$ cat src/rtl/tmds_channel_decoder_if.sv
// Lane-side bundle between the deserializer (master) and one TMDS channel decoder (slave).
// The raw word flows in; the decoded pixel/control and lock status flow back out.
interface tmds_channel_decoder_if;
    logic [9:0] raw_in;
    logic [7:0] data_out;
    logic [1:0] c_out;
    logic       de_out;
    logic       locked;
    logic [3:0] offset;

    modport master (
        output raw_in,
        input  data_out,
        input  c_out,
        input  de_out,
        input  locked,
        input  offset
    );

    modport slave (
        input  raw_in,
        output data_out,
        output c_out,
        output de_out,
        output locked,
        output offset
    );
endinterface

$ cat src/rtl/tmds_channel_decoder.sv
// One TMDS/DVI receive lane: bit-aligns raw 10-bit words by hunting for blanking
// control-token runs, tracks lock, and decodes to pixel byte or control pair.
//
// state     | meaning
// ST_SEARCH | hunting for C_lock_count consecutive tokens; slips offset on timeout
// ST_LOCKED | offset frozen; decoding; drops lock after C_timeout tokenless cycles
module tmds_channel_decoder #(
    parameter int C_lock_count = 16,
    parameter int C_timeout    = 2048
) (
    input  logic                   clk_pixel,
    input  logic                   reset,
    tmds_channel_decoder_if.slave  tmds
);
    localparam int RUN_W = $clog2(C_lock_count + 1);
    localparam int TMO_W = $clog2(C_timeout);
    localparam logic [RUN_W-1:0] RUN_LOCK = RUN_W'(C_lock_count);
    localparam logic [TMO_W-1:0] TMO_LAST = TMO_W'(C_timeout - 1);

    typedef enum logic [0:0] {ST_SEARCH, ST_LOCKED} state_t;

    state_t           state_q, state_d;
    logic [9:0]       raw_prev_q;
    logic [9:0]       aligned_q;
    logic [19:0]      window;
    logic [3:0]       offset_q, offset_d;
    logic [RUN_W-1:0] run_q, run_d;
    logic [TMO_W-1:0] tmo_q, tmo_d;
    logic             skip_q, skip_d;
    logic [7:0]       data_q, data_d;
    logic [1:0]       c_q, c_d;
    logic             de_q, de_d;

    logic             is_ctrl;
    logic [1:0]       ctrl_val;
    logic [7:0]       dword;
    logic [7:0]       dec_byte;

    assign window = {tmds.raw_in, raw_prev_q};

    always_comb begin
        is_ctrl  = 1'b1;
        ctrl_val = 2'b00;
        case (aligned_q)
            10'h354: ctrl_val = 2'b00;
            10'h0AB: ctrl_val = 2'b01;
            10'h154: ctrl_val = 2'b10;
            10'h2AB: ctrl_val = 2'b11;
            default: is_ctrl  = 1'b0;
        endcase
    end

    always_comb begin
        dword       = aligned_q[9] ? ~aligned_q[7:0] : aligned_q[7:0];
        dec_byte    = 8'h00;
        dec_byte[0] = dword[0];
        for (int i = 1; i < 8; i++) begin
            dec_byte[i] = aligned_q[8] ? (dword[i] ^ dword[i-1]) : ~(dword[i] ^ dword[i-1]);
        end
    end

    always_comb begin
        state_d  = state_q;
        offset_d = offset_q;
        run_d    = run_q;
        tmo_d    = tmo_q;
        skip_d   = 1'b0;
        case (state_q)
            ST_SEARCH: begin
                if (run_q == RUN_LOCK) begin
                    state_d = ST_LOCKED;
                end
                // The word latched on the slip edge still used the old offset.
                if (skip_q) begin
                    run_d = run_q;
                end else if (is_ctrl) begin
                    run_d = (run_q == RUN_LOCK) ? run_q : run_q + 1'b1;
                    tmo_d = '0;
                end else if (tmo_q == TMO_LAST) begin
                    offset_d = (offset_q == 4'd9) ? 4'd0 : offset_q + 4'd1;
                    run_d    = '0;
                    tmo_d    = '0;
                    skip_d   = 1'b1;
                end else begin
                    run_d = '0;
                    tmo_d = tmo_q + 1'b1;
                end
            end
            ST_LOCKED: begin
                if (is_ctrl) begin
                    tmo_d = '0;
                end else if (tmo_q == TMO_LAST) begin
                    state_d = ST_SEARCH;
                    run_d   = '0;
                    tmo_d   = '0;
                end else begin
                    tmo_d = tmo_q + 1'b1;
                end
            end
            default: state_d = ST_SEARCH;
        endcase
    end

    always_comb begin
        data_d = 8'h00;
        de_d   = 1'b0;
        c_d    = c_q;
        if (state_q == ST_LOCKED) begin
            if (is_ctrl) begin
                c_d = ctrl_val;
            end else begin
                de_d   = 1'b1;
                data_d = dec_byte;
            end
        end else begin
            c_d = 2'b00;
        end
    end

    always_ff @(posedge clk_pixel) begin
        if (reset) begin
            state_q    <= ST_SEARCH;
            raw_prev_q <= '0;
            aligned_q  <= '0;
            offset_q   <= '0;
            run_q      <= '0;
            tmo_q      <= '0;
            skip_q     <= 1'b0;
            data_q     <= '0;
            c_q        <= '0;
            de_q       <= 1'b0;
        end else begin
            state_q    <= state_d;
            raw_prev_q <= tmds.raw_in;
            aligned_q  <= window[{1'b0, offset_q} +: 10];
            offset_q   <= offset_d;
            run_q      <= run_d;
            tmo_q      <= tmo_d;
            skip_q     <= skip_d;
            data_q     <= data_d;
            c_q        <= c_d;
            de_q       <= de_d;
        end
    end

    assign tmds.data_out = data_q;
    assign tmds.c_out    = c_q;
    assign tmds.de_out   = de_q;
    assign tmds.locked   = (state_q == ST_LOCKED);
    assign tmds.offset   = offset_q;
endmodule

$ cat src/flat_wrapper.sv
// flat-port wrapper written by rule: the top's interface ports become plain ports
module tmds_channel_decoder_flat 
#(
    parameter int C_lock_count = 16,
    parameter int C_timeout    = 2048
)
  (clk_pixel, reset, tmds_raw_in, tmds_data_out, tmds_c_out, tmds_de_out, tmds_locked, tmds_offset);
  tmds_channel_decoder_if tmds_i ();
  input  logic clk_pixel;
  input  logic reset;
  input wire logic [$bits(tmds_i.raw_in)-1:0] tmds_raw_in;
  output wire logic [$bits(tmds_i.data_out)-1:0] tmds_data_out;
  output wire logic [$bits(tmds_i.c_out)-1:0] tmds_c_out;
  output wire logic [$bits(tmds_i.de_out)-1:0] tmds_de_out;
  output wire logic [$bits(tmds_i.locked)-1:0] tmds_locked;
  output wire logic [$bits(tmds_i.offset)-1:0] tmds_offset;
  assign tmds_i.raw_in = tmds_raw_in;
  assign tmds_data_out = tmds_i.data_out;
  assign tmds_c_out = tmds_i.c_out;
  assign tmds_de_out = tmds_i.de_out;
  assign tmds_locked = tmds_i.locked;
  assign tmds_offset = tmds_i.offset;
  tmds_channel_decoder #(.C_lock_count(C_lock_count), .C_timeout(C_timeout)) u_core (.clk_pixel(clk_pixel), .reset(reset), .tmds(tmds_i));
endmodule
$ cat config.mk
export PLATFORM = sky130hd
export DESIGN_NAME = tmds_channel_decoder_flat
export DESIGN_NICKNAME = d
export VERILOG_FILES = /design/src/rtl/tmds_channel_decoder_if.sv /design/src/rtl/tmds_channel_decoder.sv /design/src/flat_wrapper.sv
export SDC_FILE = /design/constraint.sdc
export NUM_CORES = 1
export LEC_CHECK = 0
export ABC_AREA = 1
export BUFFER_PORTS_ARGS = -buffer_cell sky130_fd_sc_hd__clkbuf_2
export CAP_MARGIN = 20
export CORE_AREA = 2 2 86 96
export DETAILED_ROUTE_END_ITERATION = 8
export DIE_AREA = 0 0 88 98
export PLACE_DENSITY = 0.67
export SLEW_MARGIN = 20
export SYNTH_ARGS = -nofsm -noshare
export SYNTH_HDL_FRONTEND = slang
export SYNTH_SLANG_ARGS = --single-unit
$ cat constraint.sdc
create_clock -name clk_pixel -period 2.3 [get_ports clk_pixel]
set_input_delay 0.115 -clock clk_pixel [delete_from_list [all_inputs] [get_ports clk_pixel]]
set_output_delay 0.115 -clock clk_pixel [all_outputs]
set_load 0.005 [all_outputs]
==> flow_metrics.tcl, run 1 <==
set metrics [dict create \
    fin_crit_sh_pct 71.1 \
    hp-start "tmds_raw_in[5]" \
    initial_core_util_pct 38.9 \
    layout-drive-gt1-share_pct 14.0 \
    ir_drop_mv 0.238 \
    power_density_mw_per_mm2 485 \
    antenna_cells 0 \
    grt_setup_unrepaired "false" \
    wl_microns 6660 \
    dieArea_sq_mm 0.00862 \
    worstSetupEndpointType "flop" \
    cts.path.max_buffers 2 \
    path_common_cell "inv_1" \
    r2r_slack_ns 0.67 \
    crit_path_max_incr_delay_ns 0.34 \
    grt_pass1_wl_microns 11600 \
    reg2reg_to "u_core.tmo_q[6]" \
    tns_ns 0 \
    slew_headroom_pct 60.7 \
    p_clk_share_pct 33.1 \
    fin_skew_ns 0.00966 \
    drc_errors 0 \
    hold_end "u_core.raw_prev_q[5]" \
    fillers 823 \
    cts_tree "done" \
    clkLatencyLatePin_ns 0.31 \
    syn_nets 469 \
    drtIter0Drc 77 \
    hp-class "input pin to flop" \
    ant_nets 0 \
    whs_ns 0.0137 \
    r2r_cells 9 \
    netlist_instances 448 \
    seq_power_share_pct 59.4 \
    grt_start_max_net_pins 34 \
    via_per_inst 4.77 \
    antenna_found_initial 0 \
    crit_family "simple AND/OR/NAND/NOR gates" \
    grtUsageTotal_pct 16.5 \
    yosysWarnings 0 \
    hold_viol 0 \
    cp_max_fo 9 \
    syn_avg_cell_area_sq_um 6.68 \
    nets 493 \
    p_leak_nw 1.47 \
    synthesis.area_sq_mm 0.00299 \
    cap_violations 0 \
    grt-ovfl-total 0 \
    worst_slew_pin_slew_ns 0.590 \
    cp_data_arrival_time_ns 1.83 \
    fp-row-count 34 \
    ys_seq_elements 53 \
    fp.dieW_microns 88 \
    hold_depth 3 \
    final_max_slew_viol_count 0 \
    fp.dieH_microns 98 \
    critPathBufInv 3 \
    ys_seq_area_share_pct 35.5 \
    routabilityCongestion 0.918 \
    crit_required_ns 2.49 \
    port_buffers 27 \
    via_count 2771 \
    outcome "complete, no violations" \
    path_class "flop to flop" \
    clk_pin_slew_worst_paths_ns 0.10 \
    boundaryPins 28 \
    p_int_w 0.00120 \
    r2r-start "u_core.aligned_q[5]" \
    final_cell_area_sq_mm 0.00331 \
    fmax_mhz 612 \
    clkSinkCount 53 \
    hpwlAfterDp_microns 5090 \
    drt_first_pass_iters 4 \
    wl_per_cell_microns 11.5 \
    cts_hold_buf 0 \
    h-tree-depth 2 \
    fin_crit_ns 1.63 \
    setup_viol 0 \
    post-cts-setup-buffer-count 0 \
    cp_slowest_cell "dfxtp_1" \
    switching_share_pct 25.2 \
    place_area_sq_mm 0.00322 \
    crit_chain "inv_1, ha_1, inv_1, nor2_1, nand3_2, nand2_4, inv_4, o21ai_0, nor3_1" \
    cts-buffers-inserted 5 \
    area_growth_pct 10.5 \
    root_buffer "clkbuf_8" \
    ctsResizeCount 0 \
    core_area_sq_mm 0.00770 \
    grt_pass1_vias 2610 \
    startpoint "u_core.aligned_q[5]" \
    yosysUniqueCellTypes 33 \
    cp-start-kind "flop" \
    power.switching_w 0.000404 \
    p_comb_share_pct 7.4 \
]
-- layer usage --
| metal | GRT usage (%) | share of wire, % | up-vias |
|---|---|---|---|
| met5 | 0 | 0 | - |
| met4 | 5.92 | 1.9 | 0 |
| met3 | 3.38 | 4.5 | 14 |
| met2 | 26.3 | 46 | 59 |
| met1 | 21.9 | 47 | 1238 |
| li1 | - | - | 1460 |
-- worst min-delay path: stages --
cell      delay, ns
clkbuf_2       0.08
inv_1          0.06
nor2_1         0.04
-- how the worst max path moves through the flow --
stage	to	slack, ns	depth (start not counted)
finish	u_core.tmo_q[6]	0.67	9
global route	u_core.tmo_q[6]	0.52	9
CTS	u_core.tmo_q[6]	0.68	9
detailed placement	u_core.tmo_q[6]	0.69	9
global placement	u_core.tmo_q[6]	0.71	9
floorplan	u_core.tmds.offset[1]	0.91	8
-- cells in the mapped netlist --
library cell  instances  area, sq um
nor3b_2               1         12.5
a31oi_1               4         25.0
a21oi_4               1         16.3
a22o_1                1         8.76
nand3_2               3         30.0
nor2_4                2         22.5
or2_0                 2         12.5
nor3_2                2         20.0
o21ai_0              27          135
xor2_1                8         70.1
o21ai_1               2         10.0
nand2_1             115          432
dfxtp_1              53         1060
nor3_1                4         20.0
inv_1                50          188
o21bai_4              1         18.8
nor2_2                2         12.5
xnor2_1               6         52.6
nand2_4               3         33.8
nor2_1               62          233
nand3_1              41          205
inv_2                 5         18.8
clkbuf_1              3         11.3
ha_1                  9          113
nand4_1               7         43.8
a21oi_1              15         75.1
inv_4                 1         6.26
or2_2                 4         25.0
buf_1                 2         7.51
buf_2                 6         30.0
buf_6                 1         11.3
buf_4                 1         7.51
nand2_2               4         25.0
-- cell usage in the layout (no fill, tap or decap), drive strengths merged, types with 7 or more instances in the layout --
cell type	Yosys	routed
dfxtp	53	53
inv	56	56
o21ai	29	29
nor2	66	66
ha	9	9
a21oi	16	16
nand2	122	122
xor2	8	8
nand3	44	44
nand4	7	7
clkbuf	3	33
-- state kept, by name, indices dropped and copies added, names as in the netlist, 2 cells and up --
register,cells
u_core.run_q,5
u_core.aligned_q,10
u_core.raw_prev_q,10
u_core.tmds.offset,4
u_core.tmo_q,11
u_core.tmds.c_out,2
u_core.tmds.data_out,8
-- cells by family after synthesis --
| family | after synthesis | synth area share (%) |
|---|---|---|
| xor+xnor | 14 | 4.10 |
| flops | 53 | 35.5 |
| buf+inv | 69 | 9.36 |
| compound gates | 51 | 9.66 |
| fa+ha+maj | 9 | 3.76 |
| simple gates | 252 | 37.7 |
-- area by class of cell --
class	instances	area [sq um]	area share [%]
flip-flops and latches	53	1060	32.1
clock inverters	2	15.0	0.454
inverters	56	213	6.43
repair buffers	30	158	4.77
clock buffers	6	72.6	2.20
well taps	108	135	4.09
multi-input cells	326	1650	50.0
-- per-stage QoR --
stage          power (W)  utilization, %  worst slack (ns)  cells
2_1_floorplan    0.00106               -             0.906    448
3_3_place_gp     0.00109            41.8             0.714    573
3_5_place_dp     0.00109            41.8             0.686    573
4_1_cts          0.00163            42.9             0.676    581
5_1_grt          0.00169            42.9             0.516    581
6_report         0.00160            42.9             0.665    581
-- power groups by stage --
stage / logic (W) / clock network (W) / registers, W
after global routing: 0.000140 / 0.000593 / 0.000957
after floorplan: 0.0000901 / 0 / 0.000970
after global placement: 0.000118 / 0 / 0.000974
after detailed placement: 0.000119 / 0 / 0.000975
final: 0.000119 / 0.000531 / 0.000954
after CTS: 0.000120 / 0.000553 / 0.000954
Power figures use the tool's default switching activity.
==> run 2: changes to the inputs <==
- ABC_AREA: 1 -> 0
- CORE_AREA: 2 2 86 96 -> 2 2 83 92
- DIE_AREA: 0 0 88 98 -> 0 0 85 94
- PLACE_DENSITY: 0.67 -> 0.69
- clock period: 2.3 -> 1.33 ns (I/O delays scaled with it)
==> flow_metrics.tcl, run 2 <==
set metrics [dict create \
    synth_edf_count 0 \
    yosysUniqueCellTypes 46 \
    synth_area_leaders "dfxtp_1 39%, mux2i_1 13%, ha_1 4.1%, nor2_1 4.1%, xnor2_1 3.8%" \
    cts-buffers-inserted 5 \
    reg_top3 "u_core.tmo_q: 11 flops, u_core.aligned_q: 10 flops, u_core.raw_prev_q: 10 flops" \
    outcome "complete, but fails checks" \
    r2r-start "u_core.aligned_q[5]" \
    clk_pin_slew_worst_paths_ns 0.09 \
    clkSinkCount 53 \
    crit_path_max_incr_delay_ns 0.41 \
    via_per_inst 5.22 \
    area_growth_pct 43.8 \
    fp.dieW_microns 85 \
    core_area_sq_mm 0.00701 \
    drt_first_pass_iters 4 \
    final_common_cell "buf_4" \
    path_class "flop to flop" \
    cp_slowest_cell "or4_4" \
    ys_seq_area_share_pct 38.6 \
    wl_per_cell_microns 14.1 \
    final_max_slew_viol_count 0 \
    dieArea_sq_mm 0.00799 \
    p_clk_share_pct 31.2 \
    hpwlAfterDp_microns 4760 \
    finalNonFillerCells 475 \
    layout-drive-gt1-share_pct 46.2 \
    syn_avg_cell_area_sq_um 9.22 \
    violations "negative setup slack" \
    seq_power_share_pct 57.2 \
    cp-start-kind "flop" \
    cts.path.max_buffers 2 \
    ys_seq_elements 53 \
    port_buffers 27 \
    yosys.area.top_type_share_pct 38.6 \
    netlist_instances 298 \
    grt_setup_unrepaired "true" \
    worstSetupEndpointType "flop" \
    cap_violations 0 \
    synth_commonest_cells "53 x dfxtp_1, 35 x mux2i_1, 30 x nor2_1" \
    reg2reg_to "u_core.run_q[4]" \
    final_util_pct 56.4 \
    ant_nets 0 \
    yosys.area.top_type "dfxtp_1" \
    grt-ovfl-total 0 \
    drc_errors 0 \
    fin_skew_ns 0.00463 \
    wl_microns 6690 \
    clkLatencyLatePin_ns 0.31 \
    hold_end "u_core.raw_prev_q[2]" \
    drtIter0Drc 135 \
    routabilityCongestion 0.857 \
    hold_depth 2 \
    p_int_w 0.00217 \
    cts_tree "done" \
    h-tree-depth 2 \
    fin_crit_sh_pct 124 \
    grtUsageTotal_pct 16.3 \
    nets 410 \
    final_cell_mix "61 x buf_4, 44 x dfxtp_1, 27 x clkbuf_2" \
    final.setup.worst_slack_ns -0.322 \
    cp_data_arrival_time_ns 1.90 \
    synth_most_common_cell "dfxtp_1" \
    antenna_found_initial 0 \
    r2r_slack_ns -0.32 \
    syn_nets 319 \
    grt_pass1_vias 2362 \
    fp.dieH_microns 94 \
    setup_viol 43 \
    switching_share_pct 25.0 \
    via_count 2478 \
    regMostFlops "u_core.tmo_q" \
    grt_start_max_net_pins 16 \
    largest_register_ffs 11 \
    p_leak_nw 1.62 \
    p_comb_share_pct 11.7 \
    crit_chain "inv_2, ha_4, and4b_1, nand3_4, and2_4, or4_4, a21oi_2" \
    initial_core_util_pct 39.2 \
    hp-class "input pin to flop" \
    worst_slew_pin_slew_ns 0.532 \
    power.switching_w 0.000723 \
    slew_headroom_pct 64.5 \
    power_density_mw_per_mm2 731 \
    fmax_mhz 605 \
    fp-row-count 32 \
    root_buffer "clkbuf_8" \
    crit_required_ns 1.58 \
    fin_crit_ns 1.65 \
    async_flop_share_pct 0 \
    synthesis.area_sq_mm 0.00275 \
    cp_max_fo 5 \
    hp-start "tmds_raw_in[2]" \
    yosysWarnings 0 \
    synth_ff_type "dfxtp_1" \
    whs_ns 0.00535 \
    p_total_w 0.00289 \
    ir_drop_mv 0.395 \
    antenna_cells 0 \
    place_inst 452 \
    r2r_cells 7 \
    grt_pass1_wl_microns 10500 \
    boundaryPins 28 \
    hold_viol 0 \
]
==> run 2: kinds of logic (layout without fill, tap and decap cells) <==
logic type	count (synthesis)	count (layout)	synth area share [%]
simple gates	100	101	18.8
flops	53	53	38.6
mux	43	43	17.3
compound gates	41	41	9.65
buf+inv	32	123	5.24
xor+xnor	20	20	6.38
fa+ha+maj	9	9	4.10
==> run 2: worst max-delay path: cells and delay by family (launching register included) <==
family          cells  cell delay, ns
simple gates        4            0.94
flops               1            0.33
compound gates      1            0.14
fa+ha+maj           1            0.11
buf+inv             1            0.06
==> run 2: repair_timing <==
item / CTS / global route
setup buffers: 9 / 5
hold buffers: 1 / 0
cloned: 0 / 2
setup endpoints to repair: 43 / 43
gates resized for setup: 31 / 35
pin swaps: 11 / 17
endpoints found under the hold margin: 1 / 0
==> run 2: how the worst max path moves through the flow <==
stage                          startpoint             endpoint  slack, ns  cells after the start
finish                u_core.aligned_q[5]      u_core.run_q[4]      -0.32                      7
global route          u_core.aligned_q[5]      u_core.run_q[4]      -0.40                      7
CTS                   u_core.aligned_q[4]      u_core.run_q[4]      -0.28                      6
detailed placement  u_core.tmds.offset[1]  u_core.aligned_q[6]      -0.32                      5
global placement    u_core.tmds.offset[1]  u_core.aligned_q[1]      -0.27                      4
floorplan             u_core.aligned_q[5]      u_core.run_q[0]      -0.21                      8
==> run 2: power groups by stage <==
stage          Sequential [W]  Clock [W]  Combinational, W
6_report              0.00165   0.000900          0.000337
5_1_grt               0.00166   0.000987          0.000362
4_1_cts               0.00165   0.000921          0.000307
3_5_place_dp          0.00168          0          0.000286
3_3_place_gp          0.00168          0          0.000277
2_1_floorplan         0.00168          0          0.000173
==> run 2: final cells by class <==
| type | count | area [sq um] |
|---|---|---|
| sequential | 53 | 1070 |
| tap | 85 | 106 |
| fill | 598 | 3060 |
| inverter | 14 | 52.6 |
| clock inverter | 2 | 10.0 |
| clock buffer | 6 | 72.6 |
| multi-input combinational | 214 | 1850 |
| timing repair buffer | 101 | 782 |
==> run 2: per-layer routing <==
metal  share of wire (%)  GRT usage [%]
met1                  41           19.0
met5                   0              0
met2                  53           30.0
met3                 4.0           2.81
met4                 1.7           5.29
==> run 2: metrics by stage <==
step / setup WS [ns] / instance area, sq um / setup TNS, ns
6_report: -0.322 / 3950 / -7.87
2_1_floorplan: -0.210 / 2870 / -1.88
5_1_grt: -0.400 / 3950 / -11.00
4_1_cts: -0.285 / 3730 / -7.08
3_5_place_dp: -0.320 / 3470 / -7.33
3_3_place_gp: -0.275 / 3470 / -6.50
